## src/rtl/except_sched_if.sv

```systemverilog
// Request/flush/redirect bundle from the exception scheduler towards cp0 and the pipeline.
interface except_sched_if;
   logic        except_valid;
   logic        except_eret;
   logic        except_delayslot;
   logic [4:0]  except_code;
   logic [31:0] except_pc;
   logic [31:0] except_extra;
   logic        flush;
   logic        redirect_valid;
   logic [31:0] redirect_pc;
   logic        busy;

   modport master (
      output except_valid, except_eret, except_delayslot, except_code,
             except_pc, except_extra, flush, redirect_valid, redirect_pc, busy
   );

   modport slave (
      input  except_valid, except_eret, except_delayslot, except_code,
             except_pc, except_extra, flush, redirect_valid, redirect_pc, busy
   );
endinterface

```

## src/rtl/except_sched.sv

```systemverilog
// Picks the highest-priority interrupt/exception/ERET at MEM, drives the cp0 request and sequences flush + redirect.
// Optional macro EXCEPT_IRQ_SYNC_EN inserts a 2-flop synchroniser on hw_int_i.
module except_sched #(
   parameter int FLUSH_CYCLES = 2
) (
   input  logic          clk,
   input  logic          rst,
   input  logic [5:0]    hw_int_i,
   input  logic          timer_int_i,
   input  logic [31:0]   status_i,
   input  logic [1:0]    cause_ip_sw_i,
   input  logic          cause_iv_i,
   input  logic [31:0]   ebase_i,
   input  logic [31:0]   epc_i,
   input  logic [31:0]   error_epc_i,
   input  logic          mem_valid_i,
   input  logic [31:0]   mem_pc_i,
   input  logic          mem_delayslot_i,
   input  logic [31:0]   mem_vaddr_i,
   input  logic [1:0]    mem_ce_i,
   input  logic [13:0]   ex_flags_i,
   input  logic          mem_tlb_mod_i,
   input  logic          mem_eret_i,
   except_sched_if.master req_o
);

   localparam logic [0:0] ST_IDLE  = 1'b0;
   localparam logic [0:0] ST_FLUSH = 1'b1;
   // The take cycle is the first flush cycle, so the FLUSH state only covers the rest.
   localparam logic [3:0] CNT_INIT = (FLUSH_CYCLES > 1) ? 4'(FLUSH_CYCLES - 2) : 4'd0;

   logic [0:0]  state_q, state_d;
   logic [3:0]  cnt_q, cnt_d;
   logic        rv_q, rv_d;
   logic [31:0] rpc_q, rpc_d;
   logic [5:0]  hw_sync;

`ifdef EXCEPT_IRQ_SYNC_EN
   logic [5:0] sync1_q, sync2_q;

   always_ff @(posedge clk or posedge rst) begin
      if (rst) begin
         sync1_q <= 6'b0;
         sync2_q <= 6'b0;
      end else begin
         sync1_q <= hw_int_i;
         sync2_q <= sync1_q;
      end
   end

   assign hw_sync = sync2_q;
`else
   assign hw_sync = hw_int_i;
`endif

   logic [7:0]  ip;
   logic        irq, can_take, int_hit;
   logic        exc_hit, is_int, is_refill;
   logic [4:0]  exc_code;
   logic [31:0] exc_extra;
   logic        take_exc, take_eret, take;
   logic [31:0] vec_base, exc_vec, tgt;
   logic [11:0] vec_off;
   logic        is_store;

   assign ip       = {hw_sync[5] | timer_int_i, hw_sync[4:0], cause_ip_sw_i};
   assign irq      = (|(ip & status_i[15:8])) & status_i[0] & ~status_i[1] & ~status_i[2];
   assign can_take = (state_q == ST_IDLE) & ~rst;
   assign int_hit  = irq & mem_valid_i;
   assign is_store = ex_flags_i[13];

   always_comb begin
      exc_hit   = mem_valid_i;
      is_int    = 1'b0;
      is_refill = 1'b0;
      exc_code  = 5'd0;
      exc_extra = 32'd0;
      if (int_hit) begin
         is_int    = 1'b1;
         exc_extra = {24'b0, ip};
      end else if (ex_flags_i[0]) begin
         exc_code  = 5'd4;
         exc_extra = mem_pc_i;
      end else if (ex_flags_i[1] | ex_flags_i[2]) begin
         exc_code  = 5'd2;
         exc_extra = mem_pc_i;
         is_refill = ex_flags_i[1];
      end else if (ex_flags_i[3]) begin
         exc_code  = 5'd11;
         exc_extra = {30'b0, mem_ce_i};
      end else if (ex_flags_i[4]) exc_code = 5'd10;
      else if (ex_flags_i[5]) exc_code = 5'd12;
      else if (ex_flags_i[6]) exc_code = 5'd13;
      else if (ex_flags_i[7]) exc_code = 5'd8;
      else if (ex_flags_i[8]) exc_code = 5'd9;
      else if (ex_flags_i[9]) begin
         exc_code  = 5'd4;
         exc_extra = mem_vaddr_i;
      end else if (ex_flags_i[10]) begin
         exc_code  = 5'd5;
         exc_extra = mem_vaddr_i;
      end else if (ex_flags_i[11] | ex_flags_i[12]) begin
         exc_code  = is_store ? 5'd3 : 5'd2;
         exc_extra = mem_vaddr_i;
         is_refill = ex_flags_i[11];
      end else if (mem_tlb_mod_i) begin
         exc_code  = 5'd1;
         exc_extra = mem_vaddr_i;
      end else begin
         exc_hit = 1'b0;
      end
   end

   assign take_exc  = can_take & exc_hit;
   assign take_eret = can_take & mem_valid_i & mem_eret_i & ~exc_hit;
   assign take      = take_exc | take_eret;

   assign vec_base = status_i[22] ? 32'hBFC0_0200 : {ebase_i[31:12], 12'h000};
   assign vec_off  = (is_refill & ~status_i[1]) ? 12'h000 :
                     (is_int & cause_iv_i)      ? 12'h200 : 12'h180;
   assign exc_vec  = vec_base + {20'b0, vec_off};
   assign tgt      = take_eret ? (status_i[2] ? error_epc_i : epc_i) : exc_vec;

   always_comb begin
      state_d = state_q;
      cnt_d   = cnt_q;
      case (state_q)
         ST_IDLE: begin
            if (take && (FLUSH_CYCLES > 1)) begin
               state_d = ST_FLUSH;
               cnt_d   = CNT_INIT;
            end
         end
         ST_FLUSH: begin
            if (cnt_q == 4'd0) state_d = ST_IDLE;
            else               cnt_d   = cnt_q - 4'd1;
         end
         default: state_d = ST_IDLE;
      endcase
      rv_d  = take;
      rpc_d = take ? tgt : rpc_q;
   end

   always_ff @(posedge clk or posedge rst) begin
      if (rst) begin
         state_q <= ST_IDLE;
         cnt_q   <= 4'd0;
         rv_q    <= 1'b0;
         rpc_q   <= 32'd0;
      end else begin
         state_q <= state_d;
         cnt_q   <= cnt_d;
         rv_q    <= rv_d;
         rpc_q   <= rpc_d;
      end
   end

   assign req_o.except_valid     = take;
   assign req_o.except_eret      = take_eret;
   assign req_o.except_delayslot = take & mem_delayslot_i;
   assign req_o.except_code      = take_exc ? exc_code : 5'd0;
   assign req_o.except_pc        = take ? mem_pc_i : 32'd0;
   assign req_o.except_extra     = take_exc ? exc_extra : 32'd0;
   assign req_o.flush            = take | (state_q == ST_FLUSH);
   assign req_o.redirect_valid   = rv_q;
   assign req_o.redirect_pc      = rpc_q;
   assign req_o.busy             = (state_q != ST_IDLE);

   logic unused_bits;
   assign unused_bits = ^{status_i[31:23], status_i[21:16], status_i[7:3], ebase_i[11:0]};

endmodule

```

## src/flat_wrapper.sv

```systemverilog
// flat-port wrapper written by rule: the top's interface ports become plain ports
module except_sched_flat 
#(
   parameter int FLUSH_CYCLES = 2
)
  (clk, rst, hw_int_i, timer_int_i, status_i, cause_ip_sw_i, cause_iv_i, ebase_i, epc_i, error_epc_i, mem_valid_i, mem_pc_i, mem_delayslot_i, mem_vaddr_i, mem_ce_i, ex_flags_i, mem_tlb_mod_i, mem_eret_i, req_o_except_valid, req_o_except_eret, req_o_except_delayslot, req_o_except_code, req_o_except_pc, req_o_except_extra, req_o_flush, req_o_redirect_valid, req_o_redirect_pc, req_o_busy);
  except_sched_if req_o_i ();
  input  logic clk;
  input  logic rst;
  input  logic [5:0] hw_int_i;
  input  logic timer_int_i;
  input  logic [31:0] status_i;
  input  logic [1:0] cause_ip_sw_i;
  input  logic cause_iv_i;
  input  logic [31:0] ebase_i;
  input  logic [31:0] epc_i;
  input  logic [31:0] error_epc_i;
  input  logic mem_valid_i;
  input  logic [31:0] mem_pc_i;
  input  logic mem_delayslot_i;
  input  logic [31:0] mem_vaddr_i;
  input  logic [1:0] mem_ce_i;
  input  logic [13:0] ex_flags_i;
  input  logic mem_tlb_mod_i;
  input  logic mem_eret_i;
  output wire logic [$bits(req_o_i.except_valid)-1:0] req_o_except_valid;
  output wire logic [$bits(req_o_i.except_eret)-1:0] req_o_except_eret;
  output wire logic [$bits(req_o_i.except_delayslot)-1:0] req_o_except_delayslot;
  output wire logic [$bits(req_o_i.except_code)-1:0] req_o_except_code;
  output wire logic [$bits(req_o_i.except_pc)-1:0] req_o_except_pc;
  output wire logic [$bits(req_o_i.except_extra)-1:0] req_o_except_extra;
  output wire logic [$bits(req_o_i.flush)-1:0] req_o_flush;
  output wire logic [$bits(req_o_i.redirect_valid)-1:0] req_o_redirect_valid;
  output wire logic [$bits(req_o_i.redirect_pc)-1:0] req_o_redirect_pc;
  output wire logic [$bits(req_o_i.busy)-1:0] req_o_busy;
  assign req_o_except_valid = req_o_i.except_valid;
  assign req_o_except_eret = req_o_i.except_eret;
  assign req_o_except_delayslot = req_o_i.except_delayslot;
  assign req_o_except_code = req_o_i.except_code;
  assign req_o_except_pc = req_o_i.except_pc;
  assign req_o_except_extra = req_o_i.except_extra;
  assign req_o_flush = req_o_i.flush;
  assign req_o_redirect_valid = req_o_i.redirect_valid;
  assign req_o_redirect_pc = req_o_i.redirect_pc;
  assign req_o_busy = req_o_i.busy;
  except_sched #(.FLUSH_CYCLES(FLUSH_CYCLES)) u_core (.clk(clk), .rst(rst), .hw_int_i(hw_int_i), .timer_int_i(timer_int_i), .status_i(status_i), .cause_ip_sw_i(cause_ip_sw_i), .cause_iv_i(cause_iv_i), .ebase_i(ebase_i), .epc_i(epc_i), .error_epc_i(error_epc_i), .mem_valid_i(mem_valid_i), .mem_pc_i(mem_pc_i), .mem_delayslot_i(mem_delayslot_i), .mem_vaddr_i(mem_vaddr_i), .mem_ce_i(mem_ce_i), .ex_flags_i(ex_flags_i), .mem_tlb_mod_i(mem_tlb_mod_i), .mem_eret_i(mem_eret_i), .req_o(req_o_i));
endmodule
```

## config.mk

```make
export PLATFORM = sky130hd
export DESIGN_NAME = except_sched_flat
export DESIGN_NICKNAME = d
export VERILOG_FILES = /design/src/rtl/except_sched_if.sv /design/src/rtl/except_sched.sv /design/src/flat_wrapper.sv
export SDC_FILE = /design/constraint.sdc
export NUM_CORES = 1
export LEC_CHECK = 0
export CORE_AREA = 2 2 129 131
export CTS_CLUSTER_SIZE = 12
export DETAILED_ROUTE_END_ITERATION = 10
export DIE_AREA = 0 0 131 133
export SYNTH_ARGS = -nofsm -noshare
export SYNTH_HDL_FRONTEND = slang
export SYNTH_SLANG_ARGS = --single-unit
```

## constraint.sdc

```tcl
create_clock -name clk -period 2.4 [get_ports clk]
set_input_delay 0.36 -clock clk [delete_from_list [all_inputs] [get_ports clk]]
set_output_delay 0.36 -clock clk [all_outputs]
set_load 0.005 [all_outputs]
```

==> results of run 1 <==
-- critical path: stages --
cell	delay, ps
buf_6	100
a222oi_1	330
nand3_1	160
o21ai_2	180
buf_4	140
a311o_2	200
inv_4	60
buf_12	120
buf_8	120
buf_12	130
buf_6	110
and2_4	150
buf_6	110
-- cells in the mapped netlist (2+ instances only) --
cell type / instances
o21ai_0: 14
xnor2_1: 2
buf_2: 5
or3_1: 8
and2_1: 35
a21oi_1: 3
nor2_1: 45
o211ai_1: 11
nor2b_1: 9
a211oi_2: 2
ha_1: 2
nand3_1: 19
mux2i_1: 24
nand2_1: 47
dfrtp_1: 38
a22oi_1: 31
buf_4: 2
a211oi_1: 14
inv_1: 8
o31ai_1: 11
nor4_1: 2
nor3_1: 13
clkbuf_1: 23
-- metrics by stage --
| stage | total power, mW | instances | setup TNS, ps | hold WS [ps] |
|---|---|---|---|---|
| 5_1_grt | 4.613 | 988 | -6334 | 500.1 |
| 3_5_place_dp | 3.121 | 930 | -61600 | 465.1 |
| 3_3_place_gp | 3.067 | 930 | -56690 | 459.2 |
| 2_1_floorplan | 1.721 | 387 | 0 | 472.6 |
| 4_1_cts | 4.264 | 977 | -3748 | 478.3 |
| 6_report | 4.302 | 988 | -2909 | 471.0 |
-- path summary, 6_finish.rpt --
kind	start	to	slack, ps	cells past startpoint
setup / recovery	hw_int_i[0]	req_o_except_pc[22]	-220	13
hold / removal	u_core.req_o.redirect_pc[15]$_DFFE_PP0P_	u_core.req_o.redirect_pc[15]$_DFFE_PP0P_	470	2
setup reg to reg	u_core.req_o.busy$_DFF_PP0_	u_core.req_o.redirect_pc[26]$_DFFE_PP0P_	340	6
hold reg to reg	u_core.req_o.redirect_pc[15]$_DFFE_PP0P_	u_core.req_o.redirect_pc[15]$_DFFE_PP0P_	470	2
max in group asynchronous	rst	u_core.req_o.redirect_pc[25]$_DFFE_PP0P_	1270	4
min in group asynchronous	rst	u_core.cnt_q[1]$_DFFE_PP0P_	630	3
-- layout make-up --
cell class / instances / area [µm²]
fillers: 1523 / 8558
clock inverters: 2 / 60.06
diodes: 1 / 2.502
flip-flops and latches: 38 / 950.9
well taps: 220 / 275.3
inverters: 8 / 32.53
clock buffers: 6 / 138.9
repair buffers: 402 / 3832
multi-input cells: 311 / 2321
-- metal layers --
metal	global-route usage	part of all wire	vias up
met5	0	0	-
met4	0.04728	0.016	0
met3	0.03801	0.078	18
met2	0.3644	0.53	222
met1	0.2195	0.37	2131
li1	-	-	2152
-- kinds of logic (layout without fill, tap and decap cells) --
logic type	count (synthesis)	count (layout)	synth area share
simple gates	182	182	0.2928
flops	38	38	0.3165
buf+inv	38	418	0.05206
mux	24	24	0.07997
other cells	1	2	0.001248
fa+ha+maj	2	2	0.008329
compound gates	100	100	0.2432
xor+xnor	2	2	0.005832
-- where the power goes --
group	internal [mW]	switching, mW	total (mW)
registers	0.917	0.163	1.08
logic	1.43	0.906	2.34
clock network	0.624	0.260	0.883
-- registers in the layout, indices dropped and copies added (netlist names) --
register,flops
u_core.req_o.redirect_pc,32
u_core.cnt_q,4
u_core.req_o.busy,1
u_core.req_o.redirect_valid,1
-- repair_timing --
item / in CTS / in global routing
hold buffers: 0 / 0
endpoints found under the setup margin: 80 / 78
gates cloned: 4 / 3
gates resized for setup: 407 / 126
setup buffers: 36 / 14
pin swaps: 30 / 36
==> flow_metrics.py, run 1 <==
metrics = {
    "status": {
        "status": "finished with violations",
        "violations": "setup timing",
    },
    "timing": {
        "setup_viol": 37,
        "relSlewSlack": 0.4978,
        "skew_ps": 3.364,
        "period_minus_slack_ps": 2619,
        "slew_viol_final": 0,
        "fin_crit_sh": 1.091,
        "grt_setup_unrepaired": "yes",
        "tightest_slew_ps": 748.7,
        "hold_viol": 0,
        "fmax_mhz": 381.8,
        "setup_ws_ps": -219.0,
    },
    "floorplanning": {
        "die_w_um": 131,
        "fp.dieH_um": 133,
        "ios": 331,
        "die_area_um2": 17420,
        "start_util": 0.1858,
        "core_um2": 16170,
        "rows": 47,
    },
    "placed_design": {
        "placed_area_um2": 6585,
        "place_ws_ps": -816.7,
        "place_congestion": 0.8540,
        "io_buffers": 297,
        "dpl.hpwl_mm": 13.59,
    },
    "cells_and_area": {
        "final_cell_mix": "clkdlybuf4s50_1, buf_4, buf_6",
        "final_common_cell": "clkdlybuf4s50_1",
        "fin_util": 0.4708,
        "nNetsFinal": 992,
        "drive_above_1_share": 0.3716,
        "synthToLayoutAreaGrowth_pct": 153.4,
        "postLayoutCellArea_um2": 7614,
    },
    "critical_path": {
        "crit_arrival_ps": 2260,
        "critPathMaxFanout": 8,
        "startpoint_type": "input pin",
        "worstSetupPathType": "input pin to primary output",
        "crit_required_ps": 2040,
        "endpoint_kind": "primary output",
    },
    "job": {
        "drv_cap": 0,
    },
    "clock_tree": {
        "cts_root_buf": "clkbuf_16",
        "cts_tree": "built",
        "clk_latency_ps": 280,
        "clock_path_buffers": 2,
        "tritoncts.num_buffers": 5,
        "clock-sinks": 38,
        "htreeDepth": 2,
        "clkSlewWorstSetupHoldPaths_ps": 50,
    },
    "logic_synthesis": {
        "yosysTopAreaCell": "dfrtp_1",
        "syn_inst": 387,
        "ys_top_cells_by_area": "dfrtp_1, mux2i_1, a22oi_1, and2_1, nand2_1",
        "ys_warn_count": 0,
        "synth_nets": 613,
        "synth_top_area_frac": 0.3165,
        "netlist_area_um2": 3004,
        "synth_area_per_cell_um2": 7.763,
        "synth-seq-area-share": 0.3165,
        "synth_cell_types": 42,
        "synth-edff-count": 0,
        "synth_seq_cells": 38,
        "async_flop_share": 1.000,
        "synthFlopType": "dfrtp_1",
    },
    "power": {
        "ir_drop_uv": 260.3,
        "p_per_area_nw_per_um2": 565.0,
        "leakage_nw": 3.344,
    },
    "grt": {
        "grt_max_degree": 41,
        "grt_pass1_wl_mm": 25.87,
        "grt_antenna_before_repair": 1,
        "grt_pass1_vias": 4732,
        "grt.overflow.total": 0,
        "track_usage": 0.1935,
    },
    "route": {
        "firstDrtPassIters": 4,
        "drtIter0Drc": 108,
        "drtAntennaViolNets": 0,
        "dr_total_vias": 4523,
        "wire_per_inst_um": 18.18,
        "drc": 0,
        "postRouteWirelength_mm": 17.96,
        "vias_per_cell": 4.578,
    },
    "min_path": {
        "hold_class": "register to register",
    },
}
Power figures use the tool's default switching activity.
==> run 2, diff against run 1 <==
- clock period: 2.4 -> 3 ns (I/O delays scaled with it)
==> flow_metrics.py, run 2 (synthesis gave the netlist of run 1 again) <==
metrics = {
    "status": {
        "status": "finished with violations",
        "violations": "setup timing",
    },
    "timing": {
        "holdWs_ps": 473.8,
        "skew_ps": 4.248,
        "hold_viol": 0,
        "relSlewSlack": 0.2710,
        "period_minus_slack_ps": 3008,
        "grt_setup_unrepaired": "yes",
        "tightest_slew_ps": 1084,
        "slew_viol_final": 0,
        "setup_viol": 1,
        "setup_ws_ps": -8.459,
        "fin_crit_sh": 1.003,
        "fmax_mhz": 332.4,
    },
    "critical_path": {
        "crit_required_ps": 2550,
        "worstReg2RegStart": "u_core.req_o.busy$_DFF_PP0_",
        "cpMaxStageDelayCell": "clkdlybuf4s50_1",
        "crit_arrival_ps": 2560,
        "cp-startpoint": "status_i[12]",
        "crit_top_cell": "clkdlybuf4s50_1",
        "worstSetupPathType": "input pin to primary output",
        "reg2reg_depth": 7,
        "critPathMaxFanout": 14,
        "reg2reg_to": "u_core.req_o.redirect_pc[26]$_DFFE_PP0P_",
        "endpoint_kind": "primary output",
        "critPathMaxStageDelay_ps": 530,
        "startpoint_type": "input pin",
        "crit_chain": "clkdlybuf4s50_1, a222oi_1, nand3_1, o21ai_2, buf_4, nor2_1, a211oi_2, clkdlybuf4s50_1",
        "r2r_slack_ps": 780,
    },
    "cells_and_area": {
        "fin_util": 0.4255,
        "nFillCells": 1601,
        "synthToLayoutAreaGrowth_pct": 129.1,
        "final_common_cell": "clkdlybuf4s50_1",
        "final_cell_mix": "clkdlybuf4s50_1, dlygate4sd2_1, buf_4",
        "multi_input_area_um2": 1991,
        "largest_reg_flops": 32,
        "seq_area_um2": 950.9,
        "drive_above_1_share": 0.1560,
        "nNetsFinal": 956,
    },
    "min_path": {
        "min_to": "u_core.req_o.redirect_pc[13]$_DFFE_PP0P_",
        "min-delay-start": "u_core.req_o.redirect_pc[13]$_DFFE_PP0P_",
        "hold_depth": 2,
        "hold_class": "register to register",
    },
    "power": {
        "ir_drop_uv": 204.5,
        "finalPower_mw": 3.149,
        "leakage_nw": 3.154,
        "p_per_area_nw_per_um2": 457.6,
    },
    "route": {
        "drtIter0Drc": 124,
        "vias_per_cell": 4.583,
        "firstDrtPassIters": 4,
        "drc": 0,
        "dr_total_vias": 4368,
        "drtAntennaViolNets": 0,
        "wire_per_inst_um": 17.53,
        "postRouteWirelength_mm": 16.71,
    },
    "floorplanning": {
        "fp.dieH_um": 133,
        "die_w_um": 131,
        "rows": 47,
        "die_area_um2": 17420,
        "core_um2": 16170,
        "ios": 331,
        "start_util": 0.1858,
    },
    "placed_design": {
        "place_ws_ps": -456.4,
        "io_buffers": 297,
        "place_congestion": 0.8428,
        "dpl.hpwl_mm": 13.53,
    },
    "grt": {
        "grt.overflow.total": 0,
        "use_met1": 0.2010,
        "use_met3": 0.04286,
        "grt_pass1_wl_mm": 24.56,
        "track_usage": 0.1823,
        "busiest_layer": "met2",
        "grtUsageMet2": 0.3472,
        "grt_max_degree": 44,
        "grt_antenna_before_repair": 1,
        "grt_pass1_vias": 4543,
    },
    "clock_tree": {
        "clock_path_buffers": 2,
        "clkSlewWorstSetupHoldPaths_ps": 60,
        "htreeDepth": 2,
        "hold_buffers": 0,
        "clk_latency_ps": 280,
        "clock-sinks": 38,
        "cts_root_buf": "clkbuf_16",
        "cts_tree": "built",
        "tritoncts.num_buffers": 5,
    },
    "job": {
        "drv_cap": 0,
    },
}
==> run 2: changes by cell type in the layout (fill, tap and decap cells not counted), moves of 8 or more <==
| cell | before | now |
|---|---|---|
| a211oi_1 | 3 | 12 |
| a211oi_2 | 12 | 4 |
| a22oi_1 | 18 | 30 |
| a22oi_2 | 13 | 1 |
| and2_1 | 11 | 35 |
| and2_4 | 24 | 0 |
| buf_12 | 11 | 3 |
| buf_2 | 39 | 12 |
| buf_6 | 47 | 3 |
| clkbuf_2 | 14 | 1 |
| clkdlybuf4s50_1 | 190 | 213 |
| dlygate4sd2_1 | 14 | 63 |
| nor2_1 | 28 | 43 |
| nor2_4 | 13 | 0 |
==> run 2: worst max-delay path by stage <==
stage | to | slack (ps) | cells after the start
5_1_grt | req_o_except_extra[0] | -120 | 8
6_report | req_o_except_extra[0] | -8 | 8
3_3_place_gp | req_o_except_pc[1] | -420 | 9
4_1_cts | req_o_except_extra[0] | -150 | 8
2_1_floorplan | req_o_except_pc[24] | 520 | 8
3_5_place_dp | req_o_except_pc[1] | -460 | 9
==> run 2: worst max-delay path, delay by kind of cell <==
family          cells  cell delay (ps)
compound gates      3              690
simple gates        2              240
buf+inv             3             1180
==> run 2: stage by stage <==
stage | area, µm² | instances | TNS [ps]
after detailed placement | 6535 | 925 | -23820
final | 6882 | 953 | -8.459
after floorplan | 3004 | 387 | 0
after global placement | 6535 | 925 | -21670
after global routing | 6879 | 952 | -137.5
after CTS | 6783 | 942 | -309.0
==> run 2: power by group <==
part	switching (mW)	internal [mW]	leakage, nW	total, mW
sequential	0.141	0.733	0.484	0.874
clock	0.223	0.478	0.0940	0.701
combinational	0.624	0.950	2.58	1.57
total	0.988	2.16	3.15	3.15
==> run 2: cell type report <==
type	instances	share of cell area
antenna	2	0.0007273
clock inverter	3	0.01000
multi-input combinational	311	0.2893
sequential	38	0.1382
tap	220	0.04000
clock buffer	5	0.01818
inverter	8	0.004727
timing repair buffer	366	0.4989
==> run 2: metal layers <==
| layer | routed length (µm) | vias up |
|---|---|---|
| li1 | - | 2086 |
| met5 | 0 | - |
| met1 | 6246 | 2052 |
| met3 | 1536 | 14 |
| met2 | 8678 | 216 |
| met4 | 248 | 0 |
==> run 2: timing repair <==
item | in CTS | in global routing
setup endpoints to repair | 72 | 49
gates resized for setup | 136 | 12
pin swaps | 10 | 8
buffers inserted | 7 | 9
cloned | 2 | 0
==> run 3, diff against run 2 <==
- ABC_AREA: not set -> 1
- CELL_PAD_IN_SITES_DETAIL_PLACEMENT: not set -> 1
- CELL_PAD_IN_SITES_GLOBAL_PLACEMENT: not set -> 1
- CORE_AREA: 2 2 129 131 -> not set
- CORE_MARGIN: not set -> 2
- CORE_UTILIZATION: not set -> 18
- DIE_AREA: 0 0 131 133 -> not set
- PLACE_DENSITY_LB_ADDON: not set -> 0.1
==> flow_metrics.py, run 3 <==
metrics = {
    "status": {
        "status": "completed",
    },
    "timing": {
        "fmax_mhz": 342.9,
        "fin_crit_sh": 0.9722,
        "setup_viol": 0,
        "grt_setup_unrepaired": "yes",
        "tightest_slew_ps": 634.9,
        "skew_ps": 6.252,
        "hold_viol": 0,
        "period_minus_slack_ps": 2917,
        "setup_tns_ps": 0,
        "slew_viol_final": 0,
        "relSlewSlack": 0.5763,
    },
    "floorplanning": {
        "ios": 331,
        "fp.dieH_um": 141.9,
        "die_w_um": 141.9,
        "start_util": 0.1829,
        "die_area_um2": 20120,
        "rows": 50,
        "core_um2": 18710,
    },
    "critical_path": {
        "reg2reg_to": "u_core.req_o.redirect_pc[23]$_DFFE_PP0P_",
        "reg2reg_depth": 10,
        "critPathMaxFanout": 14,
        "crit_chain": "clkdlybuf4s50_1, nor2_2, buf_4, nand3_1, nand2_1, nor2_4, clkbuf_16, nand2_1, a21oi_1, clkdlybuf4s50_1",
        "crit_arrival_ps": 2470,
        "worstReg2RegStart": "u_core.req_o.busy$_DFF_PP0_",
        "critPathMaxStageDelay_ps": 530,
        "r2r_slack_ps": 1100,
        "crit_required_ps": 2550,
        "startpoint_type": "input pin",
        "cpMaxStageDelayCell": "clkdlybuf4s50_1",
        "endpoint_kind": "primary output",
        "worstSetupPathType": "input pin to primary output",
    },
    "logic_synthesis": {
        "synth_nets": 799,
        "async_flop_share": 1.000,
        "yosysTopAreaCell": "dfrtp_1",
        "synth_cell_types": 33,
        "synth_common_cells": "nand2_1, nor2_1, inv_1",
        "synth_seq_cells": 38,
        "synthFlopType": "dfrtp_1",
        "ys_top_cells_by_area": "dfrtp_1, nand2_1, nor2_1, nand3_1, inv_1",
        "ys_warn_count": 0,
        "synth.most_common_cell": "nand2_1",
        "synth-seq-area-share": 0.2780,
        "syn_inst": 573,
        "netlist_area_um2": 3421,
        "synth_top_area_frac": 0.2780,
        "synth_area_per_cell_um2": 5.970,
        "synth-edff-count": 0,
    },
    "clock_tree": {
        "cts_tree": "built",
        "htreeDepth": 2,
        "clock-sinks": 38,
        "clkSlewWorstSetupHoldPaths_ps": 70,
        "clk_latency_ps": 290,
        "tritoncts.num_buffers": 5,
        "clock_path_buffers": 2,
        "hold_buffers": 0,
        "cts_root_buf": "clkbuf_16",
    },
    "placed_design": {
        "io_buffers": 297,
        "dp.cells": 1110,
        "dpl.hpwl_mm": 14.58,
        "place_congestion": 0.8125,
    },
    "route": {
        "dr_total_vias": 4861,
        "vias_per_cell": 4.313,
        "firstDrtPassIters": 6,
        "postRouteWirelength_mm": 18.36,
        "drtAntennaViolNets": 0,
        "wire_per_inst_um": 16.29,
        "drc": 0,
        "drtIter0Drc": 157,
    },
    "power": {
        "p_per_area_nw_per_um2": 444.0,
        "ir_drop_uv": 328.2,
        "finalPower_mw": 3.249,
        "leakage_nw": 4.148,
    },
    "cells_and_area": {
        "fin_util": 0.3912,
        "fin_cells": 1127,
        "largest_reg_flops": 32,
        "final_cell_mix": "clkdlybuf4s50_1, nand2_1, nor2_1",
        "synthToLayoutAreaGrowth_pct": 113.9,
        "drive_above_1_share": 0.09978,
        "nNetsFinal": 1117,
        "final_common_cell": "clkdlybuf4s50_1",
    },
    "grt": {
        "grt.overflow.total": 0,
        "grt_max_degree": 39,
        "grt_pass1_vias": 5051,
        "busiest_layer": "met2",
        "use_met1": 0.2041,
        "track_usage": 0.1729,
        "grt_antenna_before_repair": 2,
        "use_met3": 0.04354,
        "grtUsageMet2": 0.3173,
        "grt_pass1_wl_mm": 27.63,
    },
    "min_path": {
        "hold_depth": 2,
        "hold_class": "register to register",
        "min_to": "u_core.cnt_q[0]$_DFFE_PP0P_",
        "min-delay-start": "u_core.cnt_q[0]$_DFFE_PP0P_",
    },
    "job": {
        "drv_cap": 0,
    },
}
## run 3: report_power, final
group / internal (mW) / switching (mW) / total (mW)
Sequential: 0.728 / 0.118 / 0.846
Clock: 0.478 / 0.227 / 0.705
Combinational: 0.978 / 0.721 / 1.70
## run 3: cell families (layout without fill, tap and decap cells)
logic type,count (synthesis),in the layout,synth area share
buf+inv,87,405,0.1280
flops,38,38,0.2780
mux,12,12,0.03511
fa+ha+maj,2,2,0.007314
simple gates,379,380,0.4594
xor+xnor,1,1,0.002561
other cells,1,2,0.001096
compound gates,53,53,0.08851
## run 3: per-layer routing
metal	routed length, µm	share of wire	vias to the layer above
met5	8	0.00044	-
met4	206	0.011	2
met3	1308	0.071	15
met2	9246	0.50	179
met1	7589	0.41	2245
li1	-	-	2420
## run 3: cell type report
type | instances | area [µm²]
fillers | 2346 | 11390
repair buffers | 341 | 3510
clock inverters | 3 | 68.82
well taps | 234 | 292.8
diodes | 1 | 2.502
inverters | 56 | 220.2
flip-flops and latches | 38 | 950.9
clock buffers | 5 | 125.1
multi-input cells | 449 | 2148
## run 3: worst max-delay path: cells and delay by family
kind                   cells  cell delay, ps
buffers and inverters      4            1380
and+or+nand+nor            5             490
AOI/OAI and AO/OA          1             140
## run 3: worst max path at each step
stage | slack, ps | to | cells past startpoint | start
floorplan | 240 | req_o_except_pc[22] | 8 | rst
global placement | -70 | req_o_except_extra[14] | 10 | ex_flags_i[2]
detailed placement | -100 | req_o_except_extra[14] | 10 | ex_flags_i[2]
CTS | 4 | req_o_except_pc[4] | 12 | ex_flags_i[6]
global route | -20 | req_o_except_pc[8] | 12 | ex_flags_i[4]
finish | 80 | req_o_except_extra[21] | 10 | ex_flags_i[11]
## run 3: timing repair
action | in CTS | in global routing
buffers inserted | 2 | 4
gates resized for setup | 5 | 71
endpoints found under the setup margin | 33 | 70
gates cloned | 0 | 2
pin swaps | 2 | 10
## run 3: stage by stage
step                setup slack [ps]  area, µm²  hold slack (ps)
global placement              -69.09       6794            453.7
detailed placement            -96.58       6794            467.4
floorplan                      237.0       3421            441.9
finish                         83.50       7318            477.2
global route                  -17.09       7316            509.3
CTS                            3.735       7036            483.1
